## src/rtl/otp_sched_pkg.sv

```systemverilog
// Shared state encodings and width helpers for the OTP bank scheduler.
package otp_sched_pkg;

    localparam int unsigned OTP_RAM_BLOCKS = 8;
    localparam int unsigned OTP_STALL_W    = 16;

    typedef enum logic {
        P_IDLE = 1'b0,
        P_FILL = 1'b1
    } prod_state_e;

    typedef enum logic [1:0] {
        C_IDLE = 2'd0,
        C_WAIT = 2'd1,
        C_HOLD = 2'd2
    } cons_state_e;

    function automatic int unsigned sel_w(input int unsigned blocks);
        return $clog2(blocks);
    endfunction

    // Occupancy needs one extra bit so that "all blocks full" is representable.
    function automatic int unsigned occ_w(input int unsigned blocks);
        return $clog2(blocks) + 1;
    endfunction

endpackage

```

## src/rtl/otp_sched_ring_ptr.sv

```systemverilog
// Modulo-RAM_BLOCKS ring pointer; wraps through power-of-2 truncation, clear wins over inc.
module otp_sched_ring_ptr
    import otp_sched_pkg::*;
#(
    parameter int unsigned RAM_BLOCKS = OTP_RAM_BLOCKS,
    localparam int unsigned SW = sel_w(RAM_BLOCKS)
) (
    input  logic          iclk,
    input  logic          irst_n,
    input  logic          iclr,
    input  logic          iinc,
    output logic [SW-1:0] optr
);

    logic [SW-1:0] ptr_q;

    always_ff @(posedge iclk or negedge irst_n) begin
        if (!irst_n) begin
            ptr_q <= '0;
        end else if (iclr) begin
            ptr_q <= '0;
        end else if (iinc) begin
            ptr_q <= ptr_q + SW'(1);
        end
    end

    assign optr = ptr_q;

endmodule

```

## src/rtl/otp_bank_sched.sv

```systemverilog
// Ring scheduler handing OTP RAM blocks from otp_gen (producer) to sd (consumer).
// Define OTP_SCHED_STATS_EN to enable the saturating consumer stall counter.
module otp_bank_sched
    import otp_sched_pkg::*;
#(
    parameter int unsigned RAM_BLOCKS = OTP_RAM_BLOCKS,
    parameter int unsigned STALL_W    = OTP_STALL_W,
    localparam int unsigned SW        = sel_w(RAM_BLOCKS),
    localparam int unsigned OCC_W     = occ_w(RAM_BLOCKS)
) (
    input  logic               iclk,
    input  logic               irst_n,
    input  logic               iflush,
    output logic               ofill_start,
    output logic [SW-1:0]      ofill_sel,
    input  logic               ifill_done,
    input  logic               iblk_req,
    output logic               oblk_grant,
    output logic [SW-1:0]      oblk_sel,
    input  logic               iblk_release,
    output logic [OCC_W-1:0]   oocc,
    output logic               oempty,
    output logic               ofull,
    output logic               oerr,
    output logic [STALL_W-1:0] ostall_cnt
);

    localparam logic [OCC_W-1:0] OCC_MAX = OCC_W'(RAM_BLOCKS);

    prod_state_e      p_state_q, p_state_d;
    cons_state_e      c_state_q, c_state_d;
    logic [OCC_W-1:0] occ_q, occ_d;
    logic             fill_start_q, fill_start_d;
    logic [SW-1:0]    fill_sel_q, fill_sel_d;
    logic             err_q, err_d;
    logic             fill_ok, rel_ok;
    logic [SW-1:0]    wr_ptr, rd_ptr;

    always_comb begin
        p_state_d    = p_state_q;
        c_state_d    = c_state_q;
        occ_d        = occ_q;
        fill_start_d = 1'b0;
        fill_sel_d   = fill_sel_q;
        err_d        = err_q;
        fill_ok      = 1'b0;
        rel_ok       = 1'b0;

        if (iflush) begin
            p_state_d  = P_IDLE;
            c_state_d  = C_IDLE;
            occ_d      = '0;
            fill_sel_d = '0;
        end else begin
            fill_ok = ifill_done && (p_state_q == P_FILL);
            rel_ok  = iblk_release && (c_state_q == C_HOLD);
            if (ifill_done && !fill_ok) err_d = 1'b1;
            if (iblk_release && !rel_ok) err_d = 1'b1;
            // Over/underflow events are flagged and dropped rather than corrupting occ.
            if (fill_ok && !rel_ok && (occ_q == OCC_MAX)) begin
                err_d   = 1'b1;
                fill_ok = 1'b0;
            end
            if (rel_ok && !fill_ok && (occ_q == '0)) begin
                err_d  = 1'b1;
                rel_ok = 1'b0;
            end

            case ({fill_ok, rel_ok})
                2'b10:   occ_d = occ_q + OCC_W'(1);
                2'b01:   occ_d = occ_q - OCC_W'(1);
                default: occ_d = occ_q;
            endcase

            case (p_state_q)
                P_IDLE: begin
                    if (occ_q < OCC_MAX) begin
                        p_state_d    = P_FILL;
                        fill_start_d = 1'b1;
                        fill_sel_d   = wr_ptr;
                    end
                end
                P_FILL: if (fill_ok) p_state_d = P_IDLE;
                default: p_state_d = P_IDLE;
            endcase

            unique case (c_state_q)
                C_IDLE: begin
                    if (iblk_req) c_state_d = (occ_q != '0) ? C_HOLD : C_WAIT;
                end
                C_WAIT: begin
                    if (!iblk_req) c_state_d = C_IDLE;
                    else if (occ_q != '0) c_state_d = C_HOLD;
                end
                C_HOLD: if (rel_ok) c_state_d = C_IDLE;
                default: c_state_d = C_IDLE;
            endcase
        end
    end

    always_ff @(posedge iclk or negedge irst_n) begin
        if (!irst_n) begin
            p_state_q    <= P_IDLE;
            c_state_q    <= C_IDLE;
            occ_q        <= '0;
            fill_start_q <= 1'b0;
            fill_sel_q   <= '0;
            err_q        <= 1'b0;
        end else begin
            p_state_q    <= p_state_d;
            c_state_q    <= c_state_d;
            occ_q        <= occ_d;
            fill_start_q <= fill_start_d;
            fill_sel_q   <= fill_sel_d;
            err_q        <= err_d;
        end
    end

    otp_sched_ring_ptr #(
        .RAM_BLOCKS (RAM_BLOCKS)
    ) u_wr_ptr (
        .iclk   (iclk),
        .irst_n (irst_n),
        .iclr   (iflush),
        .iinc   (fill_ok),
        .optr   (wr_ptr)
    );

    otp_sched_ring_ptr #(
        .RAM_BLOCKS (RAM_BLOCKS)
    ) u_rd_ptr (
        .iclk   (iclk),
        .irst_n (irst_n),
        .iclr   (iflush),
        .iinc   (rel_ok),
        .optr   (rd_ptr)
    );

`ifdef OTP_SCHED_STATS_EN
    logic [STALL_W-1:0] stall_q;

    always_ff @(posedge iclk or negedge irst_n) begin
        if (!irst_n) begin
            stall_q <= '0;
        end else if ((c_state_q == C_WAIT) && (stall_q != '1)) begin
            stall_q <= stall_q + STALL_W'(1);
        end
    end

    assign ostall_cnt = stall_q;
`else
    assign ostall_cnt = '0;
`endif

    assign ofill_start = fill_start_q;
    assign ofill_sel   = fill_sel_q;
    assign oblk_grant  = (c_state_q == C_HOLD);
    assign oblk_sel    = rd_ptr;
    assign oocc        = occ_q;
    assign oempty      = (occ_q == '0);
    assign ofull       = (occ_q == OCC_MAX);
    assign oerr        = err_q;

endmodule

```

## config.mk

```make
export PLATFORM = sky130hd
export DESIGN_NAME = otp_bank_sched
export DESIGN_NICKNAME = d
export VERILOG_FILES = /design/src/rtl/otp_sched_pkg.sv /design/src/rtl/otp_sched_ring_ptr.sv /design/src/rtl/otp_bank_sched.sv
export SDC_FILE = /design/constraint.sdc
export NUM_CORES = 1
export LEC_CHECK = 0
export BUFFER_PORTS_ARGS = -buffer_cell sky130_fd_sc_hd__buf_2
export CAP_MARGIN = 20
export CORE_ASPECT_RATIO = 0.8
export CORE_UTILIZATION = 32
export CTS_BUF_LIST = sky130_fd_sc_hd__clkbuf_8
export CTS_CLUSTER_DIAMETER = 30
export CTS_CLUSTER_SIZE = 8
export DETAILED_ROUTE_END_ITERATION = 7
export PLACE_DENSITY = 0.63
export SYNTH_ARGS = -nofsm -noshare
export SYNTH_HDL_FRONTEND = slang
export SYNTH_SLANG_ARGS = --single-unit
export TNS_END_PERCENT = 20
```

## constraint.sdc

```tcl
create_clock -name iclk -period 3.4 [get_ports iclk]
set_input_delay 0.85 -clock iclk [delete_from_list [all_inputs] [get_ports iclk]]
set_output_delay 0.85 -clock iclk [all_outputs]
set_load 0.01 [all_outputs]
```

==> results of run 1 <==
==> worst max-delay path, delay by kind of cell, from the launching register on <==
family	cells	cell delay, ns
AND/OR/NAND/NOR	1	0.65
flip-flops	1	0.50
buffers and inverters	2	0.21
==> metrics by stage <==
| stage | std cells | power [uW] |
|---|---|---|
| 2_1_floorplan | 134 | 293 |
| 3_3_place_gp | 174 | 297 |
| 3_5_place_dp | 174 | 299 |
| 4_1_cts | 178 | 476 |
| 5_1_grt | 178 | 493 |
| 6_report | 178 | 469 |
==> layout make-up <==
cell class,count,area share
multi-input combinational,91,0.475
sequential,18,0.352
timing repair buffer,20,0.0783
clock buffer,4,0.0431
tap,42,0.0411
inverter,3,0.0108
==> worst max path at each step <==
stage	endpoint	slack, ns	cells past startpoint
floorplan	oocc[2]$_DFFE_PN0P_	1.08	8
global placement	oocc[3]$_DFFE_PN0P_	1.0	9
detailed placement	oocc[2]$_DFFE_PN0P_	0.91	8
CTS	oempty	0.92	3
global route	oempty	0.87	3
finish	oempty	0.93	3
==> routing by layer <==
metal | GRT usage | part of all wire | vias to the layer above
met1 | 0.160 | 0.49 | 400
met4 | 0.0379 | 0.010 | 0
met5 | 0 | 0 | -
met3 | 0.0362 | 0.063 | 5
li1 | - | - | 429
met2 | 0.189 | 0.44 | 30
==> logic make-up (layout without fill, tap and decap cells) <==
group | Yosys count | in the layout
xor gates and xnor gates | 5 | 5
DFF | 18 | 18
and+or+nand+nor | 37 | 37
other | 1 | 16
AOI/OAI and AO/OA | 26 | 26
buffers and inverters | 25 | 27
muxes | 3 | 3
adders and majority gates | 4 | 4
==> flip-flops by register name (all words and copies together) (netlist names) <==
signal and flops:
u_wr_ptr.optr 3, ofill_sel 3, ofill_start 1, oerr 1
u_rd_ptr.optr 3, p_state_q 1, oocc 4, c_state_q 2
==> synthesized netlist by cell type (2+ instances only) <==
cell type  count
nor2b_1        2
ha_1           4
a21oi_1        7
clkbuf_1       3
nand2_1        4
nand3_1        3
o21ai_0        6
nand2b_1       2
or3_1          2
buf_4         16
nand3b_1       2
xnor2_1        4
dfrtp_1       18
a21oi_2        2
nor2_1         7
mux2i_1        3
nor3_1         5
==> power groups by stage <==
stage                     Sequential (uW)  Clock, uW  Combinational [uW]
after floorplan                       232          0                60.9
after global placement                234          0                63.1
after detailed placement              235          0                64.0
after CTS                             230        181                64.5
after global routing                  232        189                71.5
final                                 230        174                63.8
==> impl_metrics.py, run 1 <==
metrics = {
    "worst_setup_path": {
        "crit_path_start_kind": "flip-flop",
        "slowest_delay_ns": 0.65,
        "critPathArrivalTime_ns": 1.62,
        "critPathCaptureType": "output port",
        "r2r_start": "oocc[1]$_DFFE_PN0P_",
        "critPathMaxFanout": 10,
        "crit_start": "oocc[1]$_DFFE_PN0P_",
        "cp_slowest_cell": "or4_4",
        "reg2reg_depth": 8,
        "r2r-end": "oocc[3]$_DFFE_PN0P_",
        "worstPathRequired_ns": 2.55,
        "rrSetupSlack_ns": 1.08,
        "timing_worst_setup_path_type": "reg2out",
        "worstPathCellList": "or4_4, inv_2, buf_2",
    },
    "cells_and_area": {
        "finalNetCount": 147,
        "antenna_cells": 0,
        "seq_area_um2": 450,
        "final_cell_mix": "20 x buf_2, 18 x dfrtp_1, 16 x conb_1, 7 x a21oi_1, 7 x nor2_1",
        "final_common_cell": "buf_2",
        "fill_cells": 331,
        "fin_util": 0.371,
        "fin_area_mm2": 0.00128,
        "drive_above_1_share": 0.257,
        "syn2layout_area_growth_pct": 9.66,
        "multiInputGateArea_um2": 607,
    },
    "route": {
        "firstDrtPassIters": 6,
        "dr_total_vias": 864,
        "wl_um": 2140,
        "wire_per_inst_um": 12.0,
        "first_iter_violations": 25,
        "drc": 0,
        "via_per_inst": 4.85,
        "ant_nets": 0,
    },
    "hold_path": {
        "hold_path_class": "reg2reg",
        "whs_endpoint": "oerr$_DFFE_PN0P_",
        "min_path_cells": 1,
        "worstHoldStart": "oerr$_DFFE_PN0P_",
    },
    "floorplan": {
        "fp.dieH_um": 56.0,
        "core_area_mm2": 0.00345,
        "dieArea_mm2": 0.00389,
        "start_util": 0.338,
        "rows": 19,
        "die_w_um": 69.5,
        "num_io_pins": 37,
    },
    "synth": {
        "synth.mux.area_fraction": 0.0258,
        "synth_top_area_cell": "dfrtp_1",
        "syn_area_per_cell_um2": 9.80,
        "yosysWarnings": 0,
        "ys.flop_type": "dfrtp_1",
        "ys_seq_elements": 18,
        "synth_area_leaders": "dfrtp_1 39%, buf_4 10%, ha_1 4.3%",
        "synth-edff-count": 0,
        "synth-adder-area-share": 0.0429,
        "ys_types": 46,
        "synth-seq-area-share": 0.386,
        "synth_top_area_frac": 0.386,
        "synth_top_family_by_area": "simple AND/OR/NAND/NOR gates",
        "synth_area_mm2": 0.00117,
        "yosys.area_share.simple": 0.209,
        "synth-xor-area-share": 0.0376,
        "synthCells": 119,
        "ys_async_sr_fraction": 1.00,
        "synth_compound_area_frac": 0.153,
    },
    "placed_design": {
        "post-place-ws_ns": 0.915,
        "gp_congestion": 0.803,
        "numPortBuffers": 20,
        "dpl.hpwl_um": 1650,
        "post_dp_cell_area_mm2": 0.00122,
    },
    "global_routing": {
        "grt_max_degree": 20,
        "antenna_found_initial": 0,
        "overflow": 0,
        "grt_pass1_wl_um": 3740,
        "grt_use_total": 0.121,
        "grt_pass1_vias": 842,
    },
    "sta": {
        "rsz0062_at_grt": "false",
        "tightestPinTransition_ns": 0.514,
        "timing_hold_violations_final": 0,
        "fmax_mhz": 404,
        "timing.hold.ws_ns": 0.479,
        "setup_viol": 0,
        "drv_slew": 0,
        "relSlewSlack": 0.655,
        "post-route-period-util": 0.728,
        "worst_slack_ns": 0.926,
        "post-route-min-period_ns": 2.47,
        "fin_skew_ns": 0.00654,
        "setup_tns_ns": 0,
    },
    "run": {
        "cap_violations": 0,
    },
    "cts": {
        "max-clock-path-buffers": 2,
        "postCtsSetupRepairBufs": 0,
        "clkLatencyLatePin_ns": 0.25,
        "cts_tree": "yes",
        "root_buffer": "clkbuf_8",
        "cts.sinks": 18,
        "cts-resized-gates": 0,
        "cts_made_buffers": 3,
        "cts_hold_buf": 0,
        "clk_pin_slew_ns": 0.07,
        "cts_htree_levels": 1,
    },
    "run_status": {
        "status": "complete, no violations",
    },
    "power_and_ir_drop": {
        "switchingPower_uw": 122,
        "pwr-share-seq": 0.492,
        "pwr-share-clk": 0.372,
        "powerDensity_mw_per_mm2": 366,
        "p_int_uw": 346,
        "p_sw_frac": 0.261,
        "vdd_drop_max_uv": 273,
        "p_leak_uw": 0.000605,
        "comb_power_share": 0.136,
    },
}
Power figures use the tool's default switching activity.
==> run 2, diff against run 1 <==
PLACE_DENSITY = 0.65   (was 0.63)
clock period = 2.2 ns   (was 3.4 ns; I/O delays follow)
==> run 2 against run 1 <==
- core utilization increased by 1.7 points
- critical path depth increased by 4
- final area increased by 4.5%
- via count increased by 6.4%
- sequential share of layout area decreased by 1.5 points
- sequential power increased by 53%
- highest routed layer is now met3
- routed wire length increased by 13%
- largest power group unchanged
- clock skew decreased by 0.0038 ns
- first-iteration DRC count increased by 20%
- die area unchanged
- cell count increased by 3.4%
- worst setup slack got worse by 0.78 ns
==> impl_metrics.py, run 2 (synthesis gave the netlist of run 1 again) <==
metrics = {
    "route": {
        "wire_per_inst_um": 13.1,
        "wl_met2_um": 1140,
        "top_layer": "met3",
        "ant_nets": 0,
        "drc": 0,
        "via_per_inst": 4.99,
        "first_iter_violations": 30,
        "wl_met1_um": 1140,
        "firstDrtPassIters": 4,
        "route.met3.wl_um": 130,
        "wl_um": 2410,
        "dr_total_vias": 919,
    },
    "hold_path": {
        "hold_path_class": "in2async",
    },
    "sta": {
        "timing_hold_violations_final": 0,
        "fmax_mhz": 487,
        "post-route-period-util": 0.934,
        "tightestPinTransition_ns": 0.551,
        "fin_skew_ns": 0.00274,
        "setup_viol": 0,
        "relSlewSlack": 0.630,
        "rsz0062_at_grt": "false",
        "drv_slew": 0,
        "post-route-min-period_ns": 2.05,
        "setup_tns_ns": 0,
        "timing.hold.ws_ns": 0.216,
    },
    "worst_setup_path": {
        "timing_worst_setup_path_type": "reg2reg",
        "critPathCaptureType": "flip-flop",
        "worst-path-stages": 7,
        "critPathBufInv": 0,
        "worstPathCellList": "or4_4, nand3_4, xnor2_1, ha_1, a311o_1, o2111ai_2, a21oi_1",
        "cp_slowest_cell": "or4_4",
        "critPathMaxFanout": 5,
        "rrSetupSlack_ns": 0.15,
        "reg2reg_depth": 7,
        "crit_path_start_kind": "flip-flop",
        "critPathArrivalTime_ns": 2.18,
        "critPathTopFamily": "simple AND/OR/NAND/NOR gates",
        "worstPathRequired_ns": 2.33,
        "slowest_delay_ns": 0.60,
    },
    "placed_design": {
        "numPortBuffers": 20,
        "dpl.hpwl_um": 1820,
        "placed_cells": 180,
        "gp_congestion": 0.764,
    },
    "global_routing": {
        "grt_pass1_wl_um": 3800,
        "overflow": 0,
        "grt_pass1_vias": 824,
        "antenna_found_initial": 0,
        "grt_use_total": 0.125,
        "grt_max_degree": 20,
    },
    "cts": {
        "cts_tree": "yes",
        "cts.sinks": 18,
        "max-clock-path-buffers": 2,
        "cts_made_buffers": 3,
        "clk_pin_slew_ns": 0.07,
        "cts_htree_levels": 1,
        "clkLatencyLatePin_ns": 0.26,
        "root_buffer": "clkbuf_8",
    },
    "cells_and_area": {
        "multiInputGateArea_um2": 619,
        "drive_above_1_share": 0.296,
        "largest_reg_flops": 4,
        "antenna_cells": 0,
        "instances_no_fill": 184,
        "fill_cells": 352,
        "seq_area_um2": 450,
        "final_common_cell": "buf_2",
        "finalNetCount": 153,
        "final_cell_mix": "20 x buf_2, 18 x dfrtp_1, 16 x conb_1, 7 x a21oi_1, 7 x nor2_1",
        "syn2layout_area_growth_pct": 14.6,
    },
    "power_and_ir_drop": {
        "vdd_drop_max_uv": 330,
        "powerDensity_mw_per_mm2": 550,
        "p_leak_uw": 0.000634,
    },
    "floorplan": {
        "fp.dieH_um": 56.0,
        "dieArea_mm2": 0.00389,
        "start_util": 0.338,
        "die_w_um": 69.5,
        "rows": 19,
        "core_area_mm2": 0.00345,
        "num_io_pins": 37,
    },
    "run_status": {
        "status": "complete, no violations",
    },
    "run": {
        "cap_violations": 0,
    },
}
==> run 2: what timing repair did <==
action / in CTS / in global routing
endpoints found under the hold margin: 0 / 0
setup endpoints to repair: 0 / 1
setup buffers: 0 / 0
hold buffers: 0 / 0
resized for setup: 0 / 1
==> run 2: power by group <==
part | internal, uW | total [uW] | switching, uW | leakage [uW]
Sequential | 342 | 351 | 9.04 | 0.000240
Combinational | 39.6 | 113 | 73.4 | 0.000365
Clock | 159 | 272 | 113 | 0.0000288
==> run 2: area by class of cell <==
type	count	area share
Timing Repair Buffer	26	0.109
Multi-Input combinational cell	91	0.463
Tap cell	42	0.0393
Clock buffer	4	0.0412
Inverter	3	0.0103
Sequential cell	18	0.337
==> run 2: final timing paths <==
kind / startpoint / endpoint
min: irst_n / u_rd_ptr.optr[2]$_DFFE_PN0P_
min in group iclk: c_state_q[1]$_DFFE_PN0P_ / c_state_q[0]$_DFFE_PN0P_
max: oocc[1]$_DFFE_PN0P_ / oocc[2]$_DFFE_PN0P_
min reg2reg: c_state_q[1]$_DFFE_PN0P_ / c_state_q[0]$_DFFE_PN0P_
max reg2reg: oocc[1]$_DFFE_PN0P_ / oocc[2]$_DFFE_PN0P_
max in group asynchronous: irst_n / oocc[3]$_DFFE_PN0P_
==> run 2: per-layer routing <==
layer	vias to the layer above	global-route usage
met1	448	0.163
met3	0	0.0380
li1	433	-
met5	-	0
met2	38	0.196
met4	0	0.0466
==> run 2: stage by stage <==
| stage | setup slack [ns] | area (um^2) | total power, uW | util |
|---|---|---|---|---|
| finish | 0.146 | 1340 | 736 | 0.388 |
| global route | 0.0743 | 1340 | 772 | 0.388 |
| CTS | 0.0546 | 1320 | 744 | 0.384 |
| detailed placement | 0.0704 | 1270 | 469 | 0.368 |
| global placement | 0.184 | 1270 | 465 | 0.368 |
| floorplan | 0.0251 | 1220 | 453 | - |
==> run 3, diff against run 2 <==
PLACE_DENSITY = 0.63   (was 0.65)
==> run 3 against run 2 <==
- cell count is the same
- sequential share of layout area grew 0.32 points
- global-route usage grew 0.85 points
- core utilization shrank 0.36 points
- sequential cell count is the same
- worst setup slack lost 0.041 ns
- total power grew 0.44%
- critical endpoint is now oocc[3]$_DFFE_PN0P_
- highest routed layer is now met4
==> impl_metrics.py, run 3 (synthesis gave the netlist of run 1 again) <==
metrics = {
    "placed_design": {
        "gp_congestion": 0.751,
        "numPortBuffers": 20,
        "dpl.hpwl_um": 1790,
        "post_dp_cell_area_mm2": 0.00127,
        "placed_cells": 180,
    },
    "global_routing": {
        "overflow": 0,
        "grt_pass1_wl_um": 4090,
        "met3_usage": 0.0399,
        "use_met1": 0.180,
        "antenna_found_initial": 0,
        "grt_pass1_vias": 865,
        "grt_max_degree": 20,
        "grt_use_total": 0.134,
        "use_met2": 0.209,
        "grt_busiest_layer": "met2",
    },
    "worst_setup_path": {
        "critPathMaxFanout": 5,
        "critPathArrivalTime_ns": 2.23,
        "rrSetupSlack_ns": 0.10,
        "critPathCaptureType": "flip-flop",
        "timing_worst_setup_path_type": "reg2reg",
        "worstPathRequired_ns": 2.33,
        "crit_path_start_kind": "flip-flop",
    },
    "cts": {
        "cts-resized-gates": 0,
        "clkLatencyLatePin_ns": 0.26,
        "cts_hold_buf": 0,
        "cts.sinks": 18,
        "max-clock-path-buffers": 2,
        "cts_made_buffers": 3,
        "cts_htree_levels": 1,
        "root_buffer": "clkbuf_8",
        "clk_pin_slew_ns": 0.07,
        "postCtsSetupRepairBufs": 0,
        "cts_tree": "yes",
    },
    "sta": {
        "fmax_mhz": 477,
        "fin_skew_ns": 0.00149,
        "timing_hold_violations_final": 0,
        "setup_viol": 0,
        "post-route-min-period_ns": 2.10,
        "setup_tns_ns": 0,
        "tightestPinTransition_ns": 0.528,
        "rsz0062_at_grt": "false",
        "relSlewSlack": 0.645,
        "drv_slew": 0,
        "post-route-period-util": 0.953,
        "timing.hold.ws_ns": 0.216,
    },
    "cells_and_area": {
        "antenna_cells": 0,
        "finalNetCount": 153,
        "largest_reg_flops": 4,
        "final_cell_mix": "20 x buf_2, 18 x dfrtp_1, 16 x conb_1, 7 x a21oi_1, 7 x nor2_1",
        "instances_no_fill": 184,
        "syn2layout_area_growth_pct": 13.5,
        "drive_above_1_share": 0.289,
        "final_common_cell": "buf_2",
        "fin_area_mm2": 0.00132,
    },
    "route": {
        "dr_total_vias": 919,
        "via_per_inst": 4.99,
        "first_iter_violations": 30,
        "ant_nets": 0,
        "firstDrtPassIters": 4,
        "drc": 0,
        "wl_um": 2420,
        "wire_per_inst_um": 13.2,
    },
    "power_and_ir_drop": {
        "powerDensity_mw_per_mm2": 558,
        "vdd_drop_max_uv": 380,
        "p_leak_uw": 0.000637,
        "total_power_uw": 739,
    },
    "floorplan": {
        "num_io_pins": 37,
        "start_util": 0.338,
        "die_w_um": 69.5,
        "dieArea_mm2": 0.00389,
        "rows": 19,
        "fp.dieH_um": 56.0,
        "core_area_mm2": 0.00345,
    },
    "run": {
        "cap_violations": 0,
    },
    "run_status": {
        "status": "complete, no violations",
    },
    "hold_path": {
        "hold_path_class": "in2async",
    },
}
-- run 3: cell counts in the layout (fill, tap and decap cells not counted) --
Identical to the previous run, type by type.
-- run 3: critical path, stage by stage, from the launching register on --
cell,delay (ns)
dfrtp_1,0.38
or4_4,0.60
nand3_4,0.12
inv_4,0.05
ha_1,0.34
o21ai_0,0.10
nand3_1,0.10
mux2i_1,0.19
o22ai_1,0.08
-- run 3: cell type report --
type | instances | area, um^2
clock buffers | 4 | 55.1
inverters | 3 | 13.8
fillers | 352 | 2120
repair buffers | 26 | 145
well taps | 42 | 52.6
flip-flops and latches | 18 | 450
multi-input cells | 91 | 607
-- run 3: report_power, final --
group          switching [uW]  internal [uW]
sequential               9.11            342
combinational            73.5           39.5
clock                     116            159
-- run 3: metal layers --
layer	part of all wire	vias to the layer above
met5	0	-
met4	0.0066	0
met3	0.085	5
met2	0.46	51
met1	0.45	429
li1	-	434
-- run 3: final timing paths --
kind                                     start                        to  cells past startpoint
max                        oocc[1]$_DFFE_PN0P_       oocc[3]$_DFFE_PN0P_                      8
min                                     irst_n     ofill_start$_DFF_PN0_                      1
max reg2reg                oocc[1]$_DFFE_PN0P_       oocc[3]$_DFFE_PN0P_                      8
min reg2reg                   oerr$_DFFE_PN0P_          oerr$_DFFE_PN0P_                      1
max in group asynchronous               irst_n  c_state_q[1]$_DFFE_PN0P_                      1
min in group iclk             oerr$_DFFE_PN0P_          oerr$_DFFE_PN0P_                      1
-- run 3: through the flow --
stage | setup WS (ns) | utilization
3_3_place_gp | 0.183 | 0.368
4_1_cts | 0.119 | 0.384
6_report | 0.104 | 0.384
5_1_grt | 0.00599 | 0.384
3_5_place_dp | 0.122 | 0.368
2_1_floorplan | 0.0251 | -
